**src/rtl/impor_pkg.sv**
```systemverilog
// Shared types and default parameters for the IMPOR job scheduler.
package impor_pkg;

   localparam int BURST_DEFAULT   = 6;
   localparam int TIMEOUT_DEFAULT = 64;

   typedef logic [2:0] word_t;

   typedef enum logic [2:0] {
      IDLE,
      SEND,
      WAIT,
      RECV,
      DONE
   } state_t;

endpackage

```
**src/rtl/rr_arb2.sv**
```systemverilog
// Two-way round-robin arbiter; the pointer hands priority to the non-owner
// whenever the scheduler signals that a job is finishing.
module rr_arb2 (
   input  logic       clk,
   input  logic       rst,
   input  logic [1:0] req,
   input  logic       advance,
   input  logic       owner,
   output logic       grant,
   output logic       grant_valid
);

   logic ptr_reg;

   always_ff @(posedge clk or posedge rst) begin
      if (rst) begin
         ptr_reg <= 1'b0;
      end else if (advance) begin
         ptr_reg <= ~owner;
      end
   end

   // The pointer only matters when both requesters contend.
   assign grant_valid = |req;
   assign grant       = (&req) ? ptr_reg : req[1];

endmodule

```
**src/rtl/impor_sched.sv**
```systemverilog
// Shares one IMPOR engine between two requesters: grants a job, streams a
// fixed burst in, then forwards the engine's result words back to the owner.
module impor_sched
   import impor_pkg::*;
#(
   parameter int BURST   = BURST_DEFAULT,
   parameter int TIMEOUT = TIMEOUT_DEFAULT
) (
   input  logic  clk,
   input  logic  rst,
   input  logic  req0_valid,
   input  word_t req0_mode,
   input  word_t req0_data,
   output logic  req0_pop,
   input  logic  req1_valid,
   input  word_t req1_mode,
   input  word_t req1_data,
   output logic  req1_pop,
   output logic  rsp0_valid,
   output word_t rsp0_data,
   output logic  rsp0_done,
   output logic  rsp0_err,
   output logic  rsp1_valid,
   output word_t rsp1_data,
   output logic  rsp1_done,
   output logic  rsp1_err,
   output word_t eng_in,
   output word_t eng_mode,
   output logic  eng_in_valid,
   input  logic  eng_ready,
   input  word_t eng_out,
   input  logic  eng_out_valid,
   output logic  busy
);

   localparam int BW = (BURST > 1) ? $clog2(BURST) : 1;
   localparam int TW = (TIMEOUT > 1) ? $clog2(TIMEOUT) : 1;
   localparam logic [BW-1:0] BURST_LAST = BW'(BURST - 1);
   localparam logic [TW-1:0] WAIT_LAST  = TW'(TIMEOUT - 1);

   state_t           state_reg;
   logic             owner_reg;
   word_t            mode_reg;
   logic [BW-1:0]    burst_cnt_reg;
   logic [TW-1:0]    wait_cnt_reg;
   logic [1:0]       rsp_valid_reg;
   logic [1:0][2:0]  rsp_data_reg;
   logic [1:0]       done_reg;
   logic [1:0]       err_reg;
   logic             busy_reg;
   logic             grant;
   logic             grant_valid;
   logic             to_done;
   logic [1:0]       pop_vec;

   // Either a quiet RECV cycle or an expired WAIT closes the job.
   assign to_done = ((state_reg == WAIT) && !eng_out_valid && (wait_cnt_reg == WAIT_LAST))
                 || ((state_reg == RECV) && !eng_out_valid);

   rr_arb2 u_arb (
      .clk         (clk),
      .rst         (rst),
      .req         ({req1_valid, req0_valid}),
      .advance     (to_done),
      .owner       (owner_reg),
      .grant       (grant),
      .grant_valid (grant_valid)
   );

   generate
      for (genvar gi = 0; gi < 2; gi++) begin : g_req
         assign pop_vec[gi] = (state_reg == SEND) && (owner_reg == 1'(gi));
      end
   endgenerate

   always_ff @(posedge clk or posedge rst) begin
      if (rst) begin
         state_reg     <= IDLE;
         owner_reg     <= 1'b0;
         mode_reg      <= '0;
         burst_cnt_reg <= '0;
         wait_cnt_reg  <= '0;
         rsp_valid_reg <= '0;
         rsp_data_reg  <= '0;
         done_reg      <= '0;
         err_reg       <= '0;
         busy_reg      <= 1'b0;
      end else begin
         rsp_valid_reg <= '0;
         rsp_data_reg  <= '0;
         done_reg      <= '0;
         err_reg       <= '0;
         case (state_reg)
            IDLE: begin
               if (eng_ready && grant_valid) begin
                  owner_reg     <= grant;
                  mode_reg      <= grant ? req1_mode : req0_mode;
                  burst_cnt_reg <= '0;
                  busy_reg      <= 1'b1;
                  state_reg     <= SEND;
               end
            end
            SEND: begin
               if (burst_cnt_reg == BURST_LAST) begin
                  wait_cnt_reg <= '0;
                  state_reg    <= WAIT;
               end else begin
                  burst_cnt_reg <= burst_cnt_reg + 1'b1;
               end
            end
            WAIT: begin
               if (eng_out_valid) begin
                  rsp_valid_reg[owner_reg] <= 1'b1;
                  rsp_data_reg[owner_reg]  <= eng_out;
                  state_reg                <= RECV;
               end else if (to_done) begin
                  done_reg[owner_reg] <= 1'b1;
                  err_reg[owner_reg]  <= 1'b1;
                  state_reg           <= DONE;
               end else begin
                  wait_cnt_reg <= wait_cnt_reg + 1'b1;
               end
            end
            RECV: begin
               if (eng_out_valid) begin
                  rsp_valid_reg[owner_reg] <= 1'b1;
                  rsp_data_reg[owner_reg]  <= eng_out;
               end else begin
                  done_reg[owner_reg] <= 1'b1;
                  state_reg           <= DONE;
               end
            end
            DONE: begin
               mode_reg  <= '0;
               busy_reg  <= 1'b0;
               state_reg <= IDLE;
            end
            default: state_reg <= IDLE;
         endcase
      end
   end

   assign req0_pop     = pop_vec[0];
   assign req1_pop     = pop_vec[1];
   assign eng_in_valid = (state_reg == SEND);
   assign eng_in       = (state_reg == SEND) ? (owner_reg ? req1_data : req0_data) : '0;
   assign eng_mode     = mode_reg;
   assign busy         = busy_reg;
   assign rsp0_valid   = rsp_valid_reg[0];
   assign rsp1_valid   = rsp_valid_reg[1];
   assign rsp0_data    = rsp_data_reg[0];
   assign rsp1_data    = rsp_data_reg[1];
   assign rsp0_done    = done_reg[0];
   assign rsp1_done    = done_reg[1];
   assign rsp0_err     = err_reg[0];
   assign rsp1_err     = err_reg[1];

endmodule

```
**config.mk**
```make
export PLATFORM = sky130hd
export DESIGN_NAME = impor_sched
export DESIGN_NICKNAME = d
export VERILOG_FILES = /design/src/rtl/impor_pkg.sv /design/src/rtl/rr_arb2.sv /design/src/rtl/impor_sched.sv
export SDC_FILE = /design/constraint.sdc
export NUM_CORES = 1
export LEC_CHECK = 0
export CORE_MARGIN = 2
export CORE_UTILIZATION = 31
export CTS_CLUSTER_SIZE = 25
export DETAILED_ROUTE_END_ITERATION = 10
export PLACE_DENSITY = 0.58
export SLEW_MARGIN = 20
export SYNTH_ARGS = -nofsm -noshare
export SYNTH_HDL_FRONTEND = slang
export SYNTH_HIERARCHICAL = 1
export SYNTH_SLANG_ARGS = --single-unit
```
**constraint.sdc**
```tcl
create_clock -name clk -period 4.2 [get_ports clk]
set_input_delay 1.26 -clock clk [delete_from_list [all_inputs] [get_ports clk]]
set_output_delay 1.26 -clock clk [all_outputs]
set_load 0.005 [all_outputs]
```
== Yosys cells after proc, flatten, opt, wreduce, memory -nomap -nowiden ==
Index checks and enable logic that the tools add are counted.
Word-level totals
  output and inout bits: 22
  register bits: 30
  input port bits: 21
  logic and storage cells: 86
Cells by class
  reductions and logical operators: 21
  magnitude comparators: 2
  equal/unequal tests: 13
  add/sub/neg operators: 2
  bitwise operators: 2
  multiplexer cells: 34
Operators with widths (number)
  $mux W3: 12
  $mux W6: 5
  $mux W2: 6
  $pmux W3 S2: 2
  $pmux W3 S4: 1
  $pmux W6 S2: 1
  $ne A2 B2 Y1 const B: 5
  $reduce_and A4 Y1: 2
  $logic_and A1 B1 Y1: 7
  $add A6 B1 Y6 const B: 1
  $and A6 B6 Y6: 1
  $eq A3 B2 Y1 const B: 2
  $eq A3 B3 Y1 const B: 2
  $eq A6 B6 Y1 const B: 1
  $reduce_and A2 Y1: 3
  $reduce_bool A2 Y1: 3
  $pmux W2 S2: 1
  $reduce_or A2 Y1: 2
  $add A3 B1 Y3 const B: 1
  $demux W3 S1: 1
  $eq A3 B1 Y1 const B: 1
  $logic_not A3 Y1: 1
  $mux W1: 3
  $ne A3 B3 Y1 const B: 1
  9 further kinds: 9

== Logic depth before layout (Yosys ltp) ==
  word-level depth: 7
  mapped depth: 6
  depth with buffers taken out: 6

== Modules after synthesis ==
Netlist, hierarchy kept.
By module, submodules not included
  impor_sched: seq. area each 725.7 sq um, area each 1363.8 sq um, times used 1, cells an instance 118
  rr_arb2: seq. area each 25.0 sq um, area each 55.1 sq um, times used 1, cells an instance 7

== Worst setup path before layout ==
Ideal clock, no wire load.
  path kind: input to output
  from: input req1_data[0]
  to: output eng_in[0]
  required time: 2.940 ns
  stages on the path: 2
  data arrival time: 1.429 ns
  path slack: 1.511 ns
  path buffers: 0
  cell sequence: mux2i_1 nor2_1
Between the ends
  cells in the longest elaborated chain, start to end: 2
RTL lines
  from (decl): RTL line impor_sched.sv:17  | input word_t req1_data,
  $mux W3 (2 in a row): RTL line impor_sched.sv:146  | assign eng_in = (state_reg == SEND) ? (owner_reg ? req1_data : req0_data) : '0;
  to (decl): RTL line impor_sched.sv:27  | output word_t eng_in,
Every way passes these cells.

== Worst setup path after layout ==
Same ends and word-level chain as after synthesis.

==> load_flow_metrics.sql <==
INSERT INTO impl_metrics (metric_group, metric, value, unit) VALUES
('sta', 'max-slew-margin-rel', '60.4', '%'),
('drt', 'drt-vias-per-instance', '5.00', ''),
('pwr', 'ir_drop', '251', 'µV'),
('drt', 'drc_errors', '0', ''),
('cells_and_area', 'fin_area', '1960', 'µm²'),
('clock_tree', 'clock_latency', '0.27', 'ns'),
('drt', 'antenna_left', '0', ''),
('floorplan', 'initial_core_util', '32.4', '%'),
('global_routing', 'gr-usage-met2', '20.5', '%'),
('sta', 'post_layout_worst_setup_margin', '0.529', 'ns'),
('place', 'placement.io_buffers', '42', ''),
('floorplan', 'die_w', '71.7', 'µm'),
('clock_tree', 'clk_pin_slew', '0.06', 'ns'),
('cells_and_area', 'final_cell_count_no_fill', '222', ''),
('floorplan', 'ios', '43', ''),
('cells_and_area', 'final_cell_mix', 'clkdlybuf4s50_1, dfrtp_1, mux2i_1', ''),
('global_routing', 'grt_util_met3', '4.92', '%'),
('yosys', 'synth_edf_count', '0', ''),
('sta', 'final_period_minus_worst_setup_slack', '3.67', 'ns'),
('drt', 'drt-wirelength-per-cell', '13.3', 'µm'),
('sta', 'setup_tns', '0', 'ns'),
('yosys', 'post_synth_num_cell_types', '37', ''),
('worst_hold_path', 'min_to', 'burst_cnt_reg[2]$_DFFE_PP0P_', ''),
('cells_and_area', 'synthToLayoutAreaGrowth', '38.4', '%'),
('sta', 'final.period_utilization', '87.4', '%'),
('worst_hold_path', 'worst_hold_path_startpoint', 'burst_cnt_reg[2]$_DFFE_PP0P_', ''),
('pwr', 'power_density', '585', 'nW/µm²'),
('worst_hold_path', 'hold_path_class', 'flop to flop', ''),
('drt', 'router_iterations_before_antenna_repair', '4', ''),
('critical_path', 'timing.rr.start', 'wait_cnt_reg[0]$_DFFE_PP0P_', ''),
('cells_and_area', 'largest_register_ffs', '6', ''),
('critical_path', 'timing.setup.critical_path_class', 'input pin to primary output', ''),
('yosys', 'syn_area_per_cell', '11.4', 'µm²'),
('cells_and_area', 'final.fill_count', '410', ''),
('clock_tree', 'clock-root-buffer', 'clkbuf_8', ''),
('critical_path', 'worst-r2r-cell-count', '6', ''),
('clock_tree', 'clock_sinks', '30', ''),
('critical_path', 'r2r-end', 'u_arb/ptr_reg$_DFFE_PP0P_', ''),
('yosys', 'ys_seq_elements', '30', ''),
('run', 'number_of_maximum_capacitance_violations', '0', ''),
('critical_path', 'worstSetupStartpointType', 'input pin', ''),
('sta', 'report.final.hold_viol_count', '0', ''),
('clock_tree', 'tritoncts_clock_tree', 'done', ''),
('yosys', 'mappedNetlistNets', '149', ''),
('critical_path', 'worst_ep_required_time', '2.94', 'ns'),
('run_status', 'run_status', 'complete, no violations', ''),
('global_routing', 'grtUsageTotal', '12.8', '%'),
('sta', 'worst_clock_skew', '0.00347', 'ns'),
('clock_tree', 'clock_path_buffers', '2', ''),
('global_routing', 'gr-total-overflow', '0', ''),
('drt', 'routed-via-count', '1110', ''),
('cells_and_area', 'finalCoreUtilization', '44.8', '%'),
('clock_tree', 'tritoncts.num_buffers', '5', ''),
('sta', 'slew_violations', '0', ''),
('critical_path', 'worst_ep_arrival_time', '2.41', 'ns'),
('critical_path', 'timing.critical_path.to_type', 'primary output', ''),
('drt', 'detailed_route_iter0_violations', '64', ''),
('clock_tree', 'cts_post_setup_buffers_inserted', '0', ''),
('floorplan', 'core-area', '4380', 'µm²'),
('cells_and_area', 'finalNetCount', '194', ''),
('pwr', 'totalPowerFinal', '1.15', 'mW'),
('yosys', 'synth_async_sr_flop_share', '100', '%'),
('cells_and_area', 'antenna-diode-count', '0', ''),
('clock_tree', 'htreeDepth', '2', ''),
('clock_tree', 'cts_hold_repair.buffers', '0', ''),
('sta', 'timing.final.setup_violations', '0', ''),
('sta', 'timing_limited_maximum_frequency', '0.272', 'GHz'),
('place', 'placedInstanceArea', '1890', 'µm²'),
('global_routing', 'grt_first_pass_wirelength', '5050', 'µm'),
('drt', 'routed_wirelength', '2960', 'µm'),
('global_routing', 'grt.met1_usage', '16.1', '%');
synth_stat cells (all sizes together), types with 3 or more instances:
cell type | count | area [µm²]
a21oi | 3 | 18.8
dfrtp | 30 | 751
nand3 | 3 | 15.0
mux2i | 12 | 120
a211oi | 3 | 27.5
inv | 7 | 26.3
nor2 | 9 | 33.8
nand2 | 5 | 18.8
clkbuf | 3 | 11.3
and2 | 8 | 50.1
o2bb2ai | 5 | 43.8
o21ai | 6 | 30.0
ha | 3 | 37.5
nor4b | 3 | 45.0
layout make-up:
| cell class | count | area (µm²) | area share (%) |
|---|---|---|---|
| Clock buffer | 7 | 76.3 | 3.89 |
| Multi-Input combinational cell | 84 | 626 | 31.8 |
| Timing Repair Buffer | 42 | 420 | 21.4 |
| Inverter | 7 | 26.3 | 1.34 |
| Sequential cell | 30 | 751 | 38.2 |
| Tap cell | 52 | 65.1 | 3.31 |
critical path, cell delays in order:
cell	delay, ns
clkdlybuf4s50_1	0.45
mux2i_1	0.06
nor2_1	0.12
clkdlybuf4s50_1	0.52
report_power, final:
group          switching [mW]  internal (mW)  total [mW]
registers               0.113          0.386       0.498
logic                   0.195          0.246       0.441
clock network          0.0959          0.114       0.210
total                   0.404          0.745        1.15
logic make-up (layout without fill, tap and decap cells):
logic type | after synthesis | after routing | share of synthesized area [%]
AO/OA/AOI/OAI | 25 | 25 | 12.5
flip-flops | 30 | 30 | 52.9
buffers and inverters | 11 | 56 | 3.00
AND/OR/NAND/NOR | 43 | 43 | 19.7
adder cells (fa/ha/maj) | 3 | 3 | 2.65
multiplexers | 13 | 13 | 9.26
how the worst max path moves through the flow:
stage	from	end	slack, ns	cells after the start
after floorplan	req1_data[0]	eng_in[0]	1.51	2
after global placement	req1_data[1]	eng_in[1]	0.57	4
after detailed placement	req1_data[0]	eng_in[0]	0.52	4
after CTS	req1_data[0]	eng_in[0]	0.52	4
after global routing	req0_data[2]	eng_in[2]	0.45	4
final	req1_data[0]	eng_in[0]	0.53	4
per-layer routing:
| metal | vias to the layer above | share of wire, % |
|---|---|---|
| li1 | 541 | - |
| met1 | 533 | 45 |
| met3 | 5 | 5.7 |
| met5 | - | 0 |
| met4 | 0 | 1.3 |
| met2 | 31 | 48 |
Power figures use the tool's default switching activity.
